===== config.mk =====
export PLATFORM = sky130hd
export DESIGN_NAME = bpu_btb_bht_flat
export DESIGN_NICKNAME = d
export VERILOG_FILES = /design/src/rtl/bpu_btb_bht_if.sv /design/src/rtl/bpu_btb_bht.sv /design/src/flat_wrapper.sv
export SDC_FILE = /design/constraint.sdc
export NUM_CORES = 2
export LEC_CHECK = 0
export BUFFER_PORTS_ARGS = -buffer_cell sky130_fd_sc_hd__buf_4
export CORE_MARGIN = 2
export CORE_UTILIZATION = 47
export DETAILED_ROUTE_END_ITERATION = 10
export SYNTH_ARGS = -nofsm -noshare
export SYNTH_HDL_FRONTEND = slang
export SYNTH_SLANG_ARGS = --single-unit
export TNS_END_PERCENT = 100

===== constraint.sdc =====
create_clock -name clk -period 10.3 [get_ports clk]
set_clock_uncertainty 0.2 [all_clocks]
set_input_delay 1.03 -clock clk [delete_from_list [all_inputs] [get_ports clk]]
set_output_delay 1.03 -clock clk [all_outputs]
set_load 0.005 [all_outputs]

===== src/rtl/bpu_btb_bht_if.sv =====
// Fetch-query and branch-resolution bundle for the branch prediction unit.
// The fetch/resolve side drives through 'master'; the predictor sits on 'slave'.
interface bpu_btb_bht_if #(
  parameter int ADDR_W = 32,
  parameter int GHR_W  = 1
);
  logic              rdy;
  logic [ADDR_W-1:0] addr;
  logic              fetch_en;
  logic              pred_hit;
  logic              pred_taken;
  logic [ADDR_W-1:0] pred_target;
  logic [GHR_W-1:0]  pred_ghr;
  logic              busy;
  logic              upd_valid;
  logic [ADDR_W-1:0] upd_addr;
  logic              upd_taken;
  logic [ADDR_W-1:0] upd_target;
  logic              upd_mispred;
  logic [GHR_W-1:0]  upd_ghr;

  modport master (
    output rdy, addr, fetch_en,
    output upd_valid, upd_addr, upd_taken, upd_target, upd_mispred, upd_ghr,
    input  pred_hit, pred_taken, pred_target, pred_ghr, busy
  );

  modport slave (
    input  rdy, addr, fetch_en,
    input  upd_valid, upd_addr, upd_taken, upd_target, upd_mispred, upd_ghr,
    output pred_hit, pred_taken, pred_target, pred_ghr, busy
  );
endinterface


===== src/rtl/bpu_btb_bht.sv =====
// Branch prediction unit: direct-mapped BTB plus a table of saturating
// direction counters, optionally gshare-indexed from a speculative global
// history. Tables are cleared by a sweep after reset; queries are
// combinational, training lands one cycle after the resolving edge.
module bpu_btb_bht #(
  parameter int ADDR_W   = 32,
  parameter int IDX_W    = 7,
  parameter int TAG_W    = 5,
  parameter int TGT_W    = 13,
  parameter int CNT_W    = 2,
  parameter int CNT_INIT = 2,
  parameter int HIST_LEN = 0
) (
  input  logic          clk,
  input  logic          rst,
  bpu_btb_bht_if.slave  bus
);

  localparam int ENTRIES = 1 << IDX_W;
  localparam int GHR_W   = (HIST_LEN > 0) ? HIST_LEN : 1;

  typedef enum logic [0:0] {
    SWEEP = 1'b0,
    READY = 1'b1
  } state_e;

  // History zero-extended to table index width; bimodal mode ignores it.
  function automatic logic [IDX_W-1:0] hist_ext(input logic [GHR_W-1:0] h);
    logic [IDX_W-1:0] r;
    if (HIST_LEN > 0) begin
      r = IDX_W'(h);
    end else begin
      r = {IDX_W{1'b0}};
    end
    return r;
  endfunction

  // One saturating step of a direction counter.
  function automatic logic [CNT_W-1:0] sat_step(input logic [CNT_W-1:0] c, input logic up);
    logic [CNT_W-1:0] r;
    r = c;
    if (up) begin
      if (c != {CNT_W{1'b1}}) begin
        r = c + CNT_W'(1);
      end else begin
        r = c;
      end
    end else begin
      if (c != {CNT_W{1'b0}}) begin
        r = c - CNT_W'(1);
      end else begin
        r = c;
      end
    end
    return r;
  endfunction

  state_e             state_q, state_d;
  logic [IDX_W-1:0]   sweep_ptr_q, sweep_ptr_d;
  logic [GHR_W-1:0]   ghr_q, ghr_d;

  // Tables are not reset: the sweep clears valid bits and counters, and
  // queries are masked while it runs.
  logic               btb_v_q   [ENTRIES];
  logic [TAG_W-1:0]   btb_tag_q [ENTRIES];
  logic [TGT_W-1:0]   btb_tgt_q [ENTRIES];
  logic [CNT_W-1:0]   cnt_q     [ENTRIES];

  logic               busy_s;
  logic               sweep_we_s;
  logic               upd_fire_s;
  logic [IDX_W-1:0]   q_idx_s, q_bidx_s;
  logic [TAG_W-1:0]   q_tag_s;
  logic [IDX_W-1:0]   u_idx_s, u_bidx_s;
  logic [TAG_W-1:0]   u_tag_s;
  logic [CNT_W-1:0]   cnt_new_s;
  logic [GHR_W:0]     repair_hist_s;
  logic [GHR_W:0]     spec_hist_s;
  logic               unused_bits;

  assign busy_s = (state_q == SWEEP);

  // Query and update index/tag extraction; update path uses the carried snapshot.
  always_comb begin
    q_idx_s  = bus.addr[IDX_W+1:2];
    q_tag_s  = bus.addr[IDX_W+TAG_W+1:IDX_W+2];
    q_bidx_s = q_idx_s ^ hist_ext(ghr_q);
    u_idx_s  = bus.upd_addr[IDX_W+1:2];
    u_tag_s  = bus.upd_addr[IDX_W+TAG_W+1:IDX_W+2];
    u_bidx_s = u_idx_s ^ hist_ext(bus.upd_ghr);
  end

  // Same-cycle prediction from current table contents (no write bypass).
  always_comb begin
    bus.pred_hit    = !busy_s && btb_v_q[q_idx_s] && (btb_tag_q[q_idx_s] == q_tag_s);
    bus.pred_taken  = bus.pred_hit && cnt_q[q_bidx_s][CNT_W-1];
    bus.pred_target = {bus.addr[ADDR_W-1:TGT_W], btb_tgt_q[q_idx_s]};
    if (HIST_LEN > 0) begin
      bus.pred_ghr = ghr_q;
    end else begin
      bus.pred_ghr = {GHR_W{1'b0}};
    end
    bus.busy = busy_s;
  end

  assign upd_fire_s = bus.rdy && !busy_s && bus.upd_valid;
  assign cnt_new_s  = sat_step(cnt_q[u_bidx_s], bus.upd_taken);

  // Sweep FSM: one entry cleared per enabled cycle, then READY until reset.
  always_comb begin
    state_d     = state_q;
    sweep_ptr_d = sweep_ptr_q;
    sweep_we_s  = 1'b0;
    case (state_q)
      SWEEP: begin
        if (bus.rdy) begin
          sweep_we_s  = 1'b1;
          sweep_ptr_d = sweep_ptr_q + IDX_W'(1);
          if (sweep_ptr_q == {IDX_W{1'b1}}) begin
            state_d = READY;
          end else begin
            state_d = SWEEP;
          end
        end else begin
          state_d = SWEEP;
        end
      end
      READY: begin
        state_d = READY;
      end
      default: begin
        state_d     = SWEEP;
        sweep_ptr_d = {IDX_W{1'b0}};
      end
    endcase
  end

  // Global history: mispredict repair wins over the speculative fetch shift.
  always_comb begin
    ghr_d         = ghr_q;
    repair_hist_s = {bus.upd_ghr, bus.upd_taken};
    spec_hist_s   = {ghr_q, bus.pred_taken};
    if (HIST_LEN == 0) begin
      ghr_d = {GHR_W{1'b0}};
    end else if (bus.rdy && !busy_s && bus.upd_valid && bus.upd_mispred) begin
      ghr_d = repair_hist_s[GHR_W-1:0];
    end else if (bus.rdy && !busy_s && bus.fetch_en) begin
      ghr_d = spec_hist_s[GHR_W-1:0];
    end else begin
      ghr_d = ghr_q;
    end
  end

  // Control state with asynchronous reset back to the start of the sweep.
  always_ff @(posedge clk or posedge rst) begin
    if (rst) begin
      state_q     <= SWEEP;
      sweep_ptr_q <= {IDX_W{1'b0}};
      ghr_q       <= {GHR_W{1'b0}};
    end else begin
      state_q     <= state_d;
      sweep_ptr_q <= sweep_ptr_d;
      ghr_q       <= ghr_d;
    end
  end

  // Table writes: sweep clears, resolved branches train (taken ones allocate).
  always_ff @(posedge clk) begin
    if (sweep_we_s) begin
      btb_v_q[sweep_ptr_q] <= 1'b0;
      cnt_q[sweep_ptr_q]   <= CNT_W'(CNT_INIT);
    end else if (upd_fire_s) begin
      cnt_q[u_bidx_s] <= cnt_new_s;
      if (bus.upd_taken) begin
        btb_v_q[u_idx_s]   <= 1'b1;
        btb_tag_q[u_idx_s] <= u_tag_s;
        btb_tgt_q[u_idx_s] <= bus.upd_target[TGT_W-1:0];
      end
    end
  end

  // Address bits outside index/tag/target fields are intentionally ignored.
  assign unused_bits = ^{bus.addr, bus.upd_addr, bus.upd_target};

endmodule


===== src/flat_wrapper.sv =====
// flat-port wrapper written by rule: the top's interface ports become plain ports
module bpu_btb_bht_flat 
#(
  parameter int ADDR_W   = 32,
  parameter int IDX_W    = 7,
  parameter int TAG_W    = 5,
  parameter int TGT_W    = 13,
  parameter int CNT_W    = 2,
  parameter int CNT_INIT = 2,
  parameter int HIST_LEN = 0
)
  (clk, rst, bus_rdy, bus_addr, bus_fetch_en, bus_upd_valid, bus_upd_addr, bus_upd_taken, bus_upd_target, bus_upd_mispred, bus_upd_ghr, bus_pred_hit, bus_pred_taken, bus_pred_target, bus_pred_ghr, bus_busy);
  bpu_btb_bht_if #(.ADDR_W(ADDR_W), .GHR_W(1)) bus_i ();
  input  logic clk;
  input  logic rst;
  input wire logic [$bits(bus_i.rdy)-1:0] bus_rdy;
  input wire logic [$bits(bus_i.addr)-1:0] bus_addr;
  input wire logic [$bits(bus_i.fetch_en)-1:0] bus_fetch_en;
  input wire logic [$bits(bus_i.upd_valid)-1:0] bus_upd_valid;
  input wire logic [$bits(bus_i.upd_addr)-1:0] bus_upd_addr;
  input wire logic [$bits(bus_i.upd_taken)-1:0] bus_upd_taken;
  input wire logic [$bits(bus_i.upd_target)-1:0] bus_upd_target;
  input wire logic [$bits(bus_i.upd_mispred)-1:0] bus_upd_mispred;
  input wire logic [$bits(bus_i.upd_ghr)-1:0] bus_upd_ghr;
  output wire logic [$bits(bus_i.pred_hit)-1:0] bus_pred_hit;
  output wire logic [$bits(bus_i.pred_taken)-1:0] bus_pred_taken;
  output wire logic [$bits(bus_i.pred_target)-1:0] bus_pred_target;
  output wire logic [$bits(bus_i.pred_ghr)-1:0] bus_pred_ghr;
  output wire logic [$bits(bus_i.busy)-1:0] bus_busy;
  assign bus_i.rdy = bus_rdy;
  assign bus_i.addr = bus_addr;
  assign bus_i.fetch_en = bus_fetch_en;
  assign bus_i.upd_valid = bus_upd_valid;
  assign bus_i.upd_addr = bus_upd_addr;
  assign bus_i.upd_taken = bus_upd_taken;
  assign bus_i.upd_target = bus_upd_target;
  assign bus_i.upd_mispred = bus_upd_mispred;
  assign bus_i.upd_ghr = bus_upd_ghr;
  assign bus_pred_hit = bus_i.pred_hit;
  assign bus_pred_taken = bus_i.pred_taken;
  assign bus_pred_target = bus_i.pred_target;
  assign bus_pred_ghr = bus_i.pred_ghr;
  assign bus_busy = bus_i.busy;
  bpu_btb_bht #(.ADDR_W(ADDR_W), .IDX_W(IDX_W), .TAG_W(TAG_W), .TGT_W(TGT_W), .CNT_W(CNT_W), .CNT_INIT(CNT_INIT), .HIST_LEN(HIST_LEN)) u_core (.clk(clk), .rst(rst), .bus(bus_i));
endmodule

== After elaboration in Yosys (flattened, before gate mapping) ==
Memory sizes are Yosys's and may differ from the RTL's.
Cells that the tools add are included.

* Register bits after elaboration: 8
* Latch bits: 0
* Memory bits (writable): 2688
* ROM bits: 0
* Output and inout bits: 36
* Memories kept: 4

* $add $sub $neg: 3
* Multiply operators: 0
* Div/mod/pow operators: 0
* Order comparisons: 0
* Equal/unequal tests: 3
* Shifts and indexed selects: 0
* Muxes and demuxes: 23
* Bitwise gates (word level): 1
* Reductions and logical operators: 9

{| class="wikitable"
|+ Memory list
! name !! words !! bits a word !! rd ports !! clocked after memory_dff !! wr ports !! RTL line !! source
|-
| u_core.btb_tgt_q || 128 || 13 || 1 || 0 || 1 || bpu_btb_bht.sv:66 || <nowiki>logic [TGT_W-1:0] btb_tgt_q [ENTRIES];</nowiki>
|-
| u_core.btb_tag_q || 128 || 5 || 1 || 0 || 1 || bpu_btb_bht.sv:65 || <nowiki>logic [TAG_W-1:0] btb_tag_q [ENTRIES];</nowiki>
|-
| u_core.cnt_q || 128 || 2 || 2 || 0 || 1 || bpu_btb_bht.sv:67 || <nowiki>logic [CNT_W-1:0] cnt_q [ENTRIES];</nowiki>
|-
| u_core.btb_v_q || 128 || 1 || 1 || 0 || 1 || bpu_btb_bht.sv:64 || <nowiki>logic btb_v_q [ENTRIES];</nowiki>
|}

{| class="wikitable"
|+ Operators with widths
! kind !! count
|-
| 2-to-1 mux 1 bit || 16
|-
| 2-to-1 mux 7 bit || 2
|-
| 2-to-1 mux 2 bit || 4
|-
| adder 7 x 1 -> 7 bit (second input constant) || 1
|-
| == test 7 bit (second input constant) || 1
|-
| == test 5 bit || 1
|-
| logical AND 1 bit || 5
|-
| adder 2 x 1 -> 2 bit (second input constant) || 1
|-
| != test 2 bit (second input constant) || 1
|-
| case mux 1 bit (2 select lines) || 1
|-
| AND reduction 2 bit || 1
|-
| nonzero test 2 bit || 1
|-
| OR reduction 2 bit || 1
|-
| subtractor 2 x 1 -> 2 bit (second input constant) || 1
|-
| inverter 1 bit || 1
|-
| OR reduction 1 bit || 1
|}

== Longest topological paths before layout ==
* Depth after elaboration: 7
* Mapped depth: 15

== Least setup slack after synthesis ==
OpenSTA, ideal clock, no wires.

* Path type: input to register
* Start: input port bus_upd_addr[4]
* End: memory u_core.cnt_q[0][1], data pin
* Setup time: 1197 ps
* Arrival: 8125 ps
* Data required time: 8903 ps
* Path slack: 778 ps
* Stages on the path: 11
* Buffers on the path: 4
* Cell sequence: clkbuf_1 > clkbuf_1 > clkbuf_1 > clkbuf_1 > a22oi_1 > o221ai_1 > nand2_1 > or3_1 > a31oi_1 > a21oi_1 > o21ai_0

* Word-level cells in the longest chain between the ends: 5
* Elaborated cells on any way between the ends: 9
* Those cells by class: add/sub: 2; eq/ne: 1; mux: 4; reduce/logical: 1; memory: 1

{| class="wikitable"
|+ Ends and longest elaborated chain
! element !! RTL line !! source
|-
| from (decl) || flat_wrapper.sv:20 || <nowiki>input wire logic [$bits(bus_i.upd_addr)-1:0] bus_upd_addr;</nowiki>
|-
| memory (128 x 2 bit) * || - ||
|-
| subtractor 2 x 1 -> 2 bit (tied with other cells) || bpu_btb_bht.sv:50 || <nowiki>r = c - CNT_W'(1);</nowiki>
|-
| 2-to-1 mux 2 bit, on equally long branches || bpu_btb_bht.sv:49, bpu_btb_bht.sv:43 ||
|-
| 2-to-1 mux 2 bit * || bpu_btb_bht.sv:42 || <nowiki>if (up) begin</nowiki>
|-
| 2-to-1 mux 2 bit (no source line) * || - ||
|-
| to (decl) || bpu_btb_bht.sv:67 ||
|}

Mark *: on every way between the ends. The rest lies on a longest branch, timed or not.

== Final worst setup path ==
* Start: input port bus_addr[3]
* End: output port bus_pred_hit

* Word-level cells in the longest chain between the ends: 3
* Elaborated cells on any way between the ends: 5
* Those cells by class: eq/ne: 1; reduce/logical: 2; memory: 2

{| class="wikitable"
|+ Ends and longest elaborated chain
! element !! RTL line !! source
|-
| from (decl) || flat_wrapper.sv:17 || <nowiki>input wire logic [$bits(bus_i.addr)-1:0] bus_addr;</nowiki>
|-
| memory (128 x 5 bit) or memory (128 x 1 bit) (tied branches) || - ||
|-
| == test 5 bit or logical AND 1 bit (tied branches) || bpu_btb_bht.sv:95 || <nowiki>bus.pred_hit = !busy_s && btb_v_q[q_idx_s] && (btb_tag_q[q_idx_s] == q_tag_s);</nowiki>
|-
| logical AND 1 bit * || bpu_btb_bht.sv:95 ||
|-
| to (decl) || flat_wrapper.sv:25 || <nowiki>output wire logic [$bits(bus_i.pred_hit)-1:0] bus_pred_hit;</nowiki>
|}

Marked as above.

==> metrics.txt <==
# TYPE chip_impl_metric gauge
chip_impl_info{name="outcome",value="finished, final reports clean"} 1
chip_impl_metric{name="slew-limit-headroom",unit=""} 0.111
chip_impl_metric{name="synth_enable_flop_cells",unit=""} 2688
chip_impl_info{name="worstHoldEndpoint",value="u_core.state_q"} 1
chip_impl_info{name="timing.setup.critical_path_class",value="input port to output port"} 1
chip_impl_metric{name="worst-endpoint-arrival",unit="ps"} 5760
chip_impl_info{name="setup_repair_after_global_routing_missed_its_margin",value="no"} 1
chip_impl_metric{name="max_slew.worst_pin.slew",unit="ps"} 1330
chip_impl_metric{name="cp_max_fo",unit=""} 75
chip_impl_metric{name="first_global_vias",unit=""} 52942
chip_impl_metric{name="final_antenna_net_count",unit=""} 0
chip_impl_info{name="path_cells",value="buf_8 > buf_4 > mux4_2 > o21ai_0 > o22ai_1 > o31ai_1 > nand4_1 > xnor2_1 > o211ai_1 > a21oi_1 > buf_4"} 1
chip_impl_metric{name="synthesis.yosys.warnings",unit=""} 0
chip_impl_metric{name="timing.critical_path.slowest_cell_delay",unit="ps"} 800
chip_impl_metric{name="hpwl",unit="microns"} 154000
chip_impl_metric{name="static_leakage",unit="nW"} 37.3
chip_impl_metric{name="htree_num_levels",unit=""} 5
chip_impl_metric{name="drc",unit=""} 0
chip_impl_metric{name="finalWirelength",unit="microns"} 272000
chip_impl_metric{name="setup-violations-final",unit=""} 0
chip_impl_metric{name="cts_setup_buffers",unit=""} 0
chip_impl_metric{name="numCtsBuffers",unit=""} 298
chip_impl_metric{name="antenna_found_initial",unit=""} 18
chip_impl_metric{name="pre_cts_slack",unit="ps"} 3520
chip_impl_metric{name="placed_cells",unit=""} 7864
chip_impl_info{name="min_path_type",value="input port to flop"} 1
chip_impl_metric{name="avgRoutedWirePerCell",unit="microns"} 32.5
chip_impl_metric{name="synth.cell_area",unit="sq um"} 107000
chip_impl_metric{name="ctsHoldBuffers",unit=""} 1
chip_impl_metric{name="clock.fmax",unit="MHz"} 143
chip_impl_info{name="synth_ff_type",value="sky130_fd_sc_hd__edfxtp_1"} 1
chip_impl_info{name="critical_path.slowest_cell",value="sky130_fd_sc_hd__o31ai_1"} 1
chip_impl_metric{name="yosys_register_bits",unit=""} 2696
chip_impl_info{name="critPathLaunchType",value="input port"} 1
chip_impl_metric{name="worstHoldPathCells",unit=""} 3
chip_impl_metric{name="cts_resized",unit=""} 0
chip_impl_metric{name="groute.usage.overall",unit=""} 0.236
chip_impl_metric{name="power_density",unit="nW/um^2"} 193
chip_impl_metric{name="layout.nets",unit=""} 5278
chip_impl_metric{name="firstDrtPassIters",unit=""} 5
chip_impl_metric{name="floorplan.initialDensity",unit=""} 0.473
chip_impl_metric{name="worstSkewPairLatency",unit="ps"} 890
chip_impl_metric{name="clkSlewWorstSetupHoldPaths",unit="ps"} 50
chip_impl_metric{name="chipWidth",unit="microns"} 480
chip_impl_metric{name="area.growth.synth_to_final",unit="%"} 12.8
chip_impl_metric{name="io_buffers",unit=""} 58
chip_impl_metric{name="critical_path_required_time",unit="ps"} 9070
chip_impl_metric{name="dr.first_iter.drc_count",unit=""} 6248
chip_impl_info{name="clock-root-buffer",value="sky130_fd_sc_hd__clkbuf_16"} 1
chip_impl_metric{name="grt_overflow",unit=""} 0
chip_impl_metric{name="syn_area_per_cell",unit="sq um"} 21.5
chip_impl_metric{name="grt_pass1_wl",unit="microns"} 388000
chip_impl_metric{name="final_min_period_over_clock_period",unit=""} 0.678
chip_impl_metric{name="fraction_of_final_layout_cells_with_drive_strength_greater_than_1",unit=""} 0.291
chip_impl_metric{name="maxCapViolations",unit=""} 0
chip_impl_metric{name="dieArea",unit="sq um"} 230000
chip_impl_metric{name="timing.setup.tns",unit="ps"} 0
chip_impl_metric{name="instances_no_fill",unit=""} 8375
chip_impl_metric{name="yosys.area.top_type_share",unit=""} 0.758
chip_impl_metric{name="rr_worst_depth",unit=""} 6
chip_impl_info{name="endpoint_kind",value="output port"} 1
chip_impl_info{name="min_from",value="bus_rdy"} 1
chip_impl_info{name="ys_top_cells_by_area",value="sky130_fd_sc_hd__edfxtp_1, sky130_fd_sc_hd__mux4_2, sky130_fd_sc_hd__nor2_1"} 1
chip_impl_info{name="r2r-start",value="u_core.state_q"} 1
chip_impl_metric{name="fp.coreArea",unit="sq um"} 225000
chip_impl_metric{name="num_rows",unit=""} 174
chip_impl_metric{name="synth_seq_area_share",unit=""} 0.760
chip_impl_metric{name="synth_async_sr_flop_share",unit=""} 0.00297
chip_impl_metric{name="finalWorstSetupSlack",unit="ps"} 3310
chip_impl_metric{name="clock_sink_count",unit=""} 2696
chip_impl_metric{name="die_height",unit="microns"} 480
chip_impl_metric{name="period_needed",unit="ps"} 6990
chip_impl_metric{name="pin_count",unit=""} 140
chip_impl_metric{name="vdd_ir_drop_max",unit="V"} 0.000151
chip_impl_metric{name="finalHoldViolCount",unit=""} 0
chip_impl_metric{name="r2r_slack",unit="ps"} 5890
chip_impl_metric{name="gp_routability_congestion",unit=""} 0.823
chip_impl_info{name="synth_top_area_cell",value="sky130_fd_sc_hd__edfxtp_1"} 1
chip_impl_metric{name="slew_violations",unit=""} 0
chip_impl_metric{name="yosys.cell_types.count",unit=""} 70
chip_impl_metric{name="grt_max_degree",unit=""} 121
chip_impl_metric{name="syn_nets",unit=""} 5053
chip_impl_metric{name="synthesis.instances",unit=""} 4948
chip_impl_metric{name="clock_tree.buffer_depth",unit=""} 4
chip_impl_metric{name="fillerInstances",unit=""} 17375
chip_impl_info{name="rr_endpoint",value="u_core.cnt_q[58][0]"} 1
chip_impl_info{name="tritoncts",value="built"} 1
chip_impl_metric{name="vias_per_cell",unit=""} 6.22
chip_impl_metric{name="vias",unit=""} 52130
chip_impl_info{name="critPathMostFrequentCell",value="sky130_fd_sc_hd__buf_4"} 1
critical path: cells and delay by family:
family / cells / cell delay (ps)
and+or+nand+nor: 1 / 560
xor gates and xnor gates: 1 / 300
muxes: 1 / 590
buffers and inverters: 3 / 1350
AOI/OAI and AO/OA: 5 / 1770
layout make-up:
cell class,count,area (sq um),share of cell area
tap,2992,3740,0.0312
multi-input combinational,1934,24700,0.205
clock inverter,131,1000,0.00836
clock buffer,369,7900,0.0658
timing repair buffer,228,1850,0.0154
inverter,15,65.1,0.000541
antenna,10,25.0,0.000208
sequential,2696,80900,0.673
metrics by stage:
step	hold WS (ps)	cell area (sq um)	power [mW]	utilization
2_1_floorplan	330	107000	13.0	-
3_3_place_gp	419	111000	13.5	0.494
3_5_place_dp	425	111000	13.5	0.494
4_1_cts	143	120000	23.3	0.534
5_1_grt	187	120000	23.8	0.534
6_report	205	120000	23.1	0.534
flip-flops by register name (all words and copies together) (netlist names):
register            flops
u_core.btb_tag_q      640
u_core.btb_tgt_q     1664
u_core.btb_v_q        128
u_core.cnt_q          256
u_core.state_q          1
u_core.sweep_ptr_q      7
power by group:
group,internal (mW),switching (mW),total (mW),leakage [nW]
clock network,5.78,4.12,9.90,4.35
logic,0.419,0.739,1.16,8.29
registers,12.1,0.00227,12.1,24.7
worst max path at each step:
stage / end / cells after the start / startpoint / slack [ps]
5_1_grt: bus_pred_hit / 11 / bus_addr[2] / 3200
3_3_place_gp: bus_pred_hit / 11 / bus_addr[4] / 3540
4_1_cts: bus_pred_hit / 11 / bus_addr[4] / 3500
6_report: bus_pred_hit / 11 / bus_addr[3] / 3310
3_5_place_dp: bus_pred_hit / 11 / bus_addr[4] / 3520
2_1_floorplan: u_core.cnt_q[0][1] / 11 / bus_upd_addr[4] / 780
synthesized netlist by cell type, drive strengths merged (6+ instances only):
| cell type | instances |
|---|---|
| nand3 | 34 |
| o21ai | 49 |
| o2bb2ai | 6 |
| dfrtp | 8 |
| nand2 | 125 |
| a31oi | 9 |
| o22ai | 20 |
| nor2b | 24 |
| inv | 13 |
| a221o | 7 |
| a22o | 6 |
| a22oi | 42 |
| edfxtp | 2688 |
| nor3b | 7 |
| a21oi | 34 |
| a2111oi | 7 |
| nor3 | 20 |
| mux4 | 758 |
| a211oi | 7 |
| nand4 | 9 |
| mux2i | 102 |
| nor2 | 420 |
| and3 | 10 |
| clkbuf | 140 |
| and2 | 7 |
| xnor2 | 12 |
| a221oi | 41 |
| o221ai | 22 |
| nand2b | 23 |
| or3 | 9 |
| mux2 | 62 |
| buf | 163 |
layout by cell type, fill, tap and decap left out, drive strengths merged, types with 7 or more instances in the layout:
cell / count
nor2: 420
or3: 9
bufinv: 15
clkinv: 108
dfrtp: 8
a2111oi: 7
mux2i: 102
clkbuf: 370
o22ai: 20
and3: 10
xnor2: 12
o21ai: 49
buf: 226
nand2: 125
o221ai: 22
a31oi: 9
nand2b: 23
nor2b: 24
diode: 10
nor3: 20
a221o: 7
and2: 7
edfxtp: 2688
nor3b: 7
nand3: 34
mux4: 758
mux2: 62
a221oi: 41
inv: 18
a22oi: 42
a211oi: 7
a21oi: 34
nand4: 9
routing by layer:
layer	routed length, microns	up-vias	GRT usage
li1	-	21234	-
met1	113000	28130	0.338
met2	130000	2267	0.372
met3	20500	495	0.0425
met4	8750	4	0.0744
met5	23	-	0
logic make-up (layout without fill, tap and decap cells):
group / after synthesis / count (layout) / share of synthesized area
DFF: 2696 / 2696 / 0.760
and+or+nand+nor: 707 / 707 / 0.0285
other: 1 / 11 / 0.0000352
xor gates and xnor gates: 16 / 16 / 0.00132
buffers and inverters: 318 / 743 / 0.0140
muxes: 922 / 922 / 0.177
adders and majority gates: 1 / 1 / 0.000117
AOI/OAI and AO/OA: 287 / 287 / 0.0194
Power figures use the tool's default switching activity.
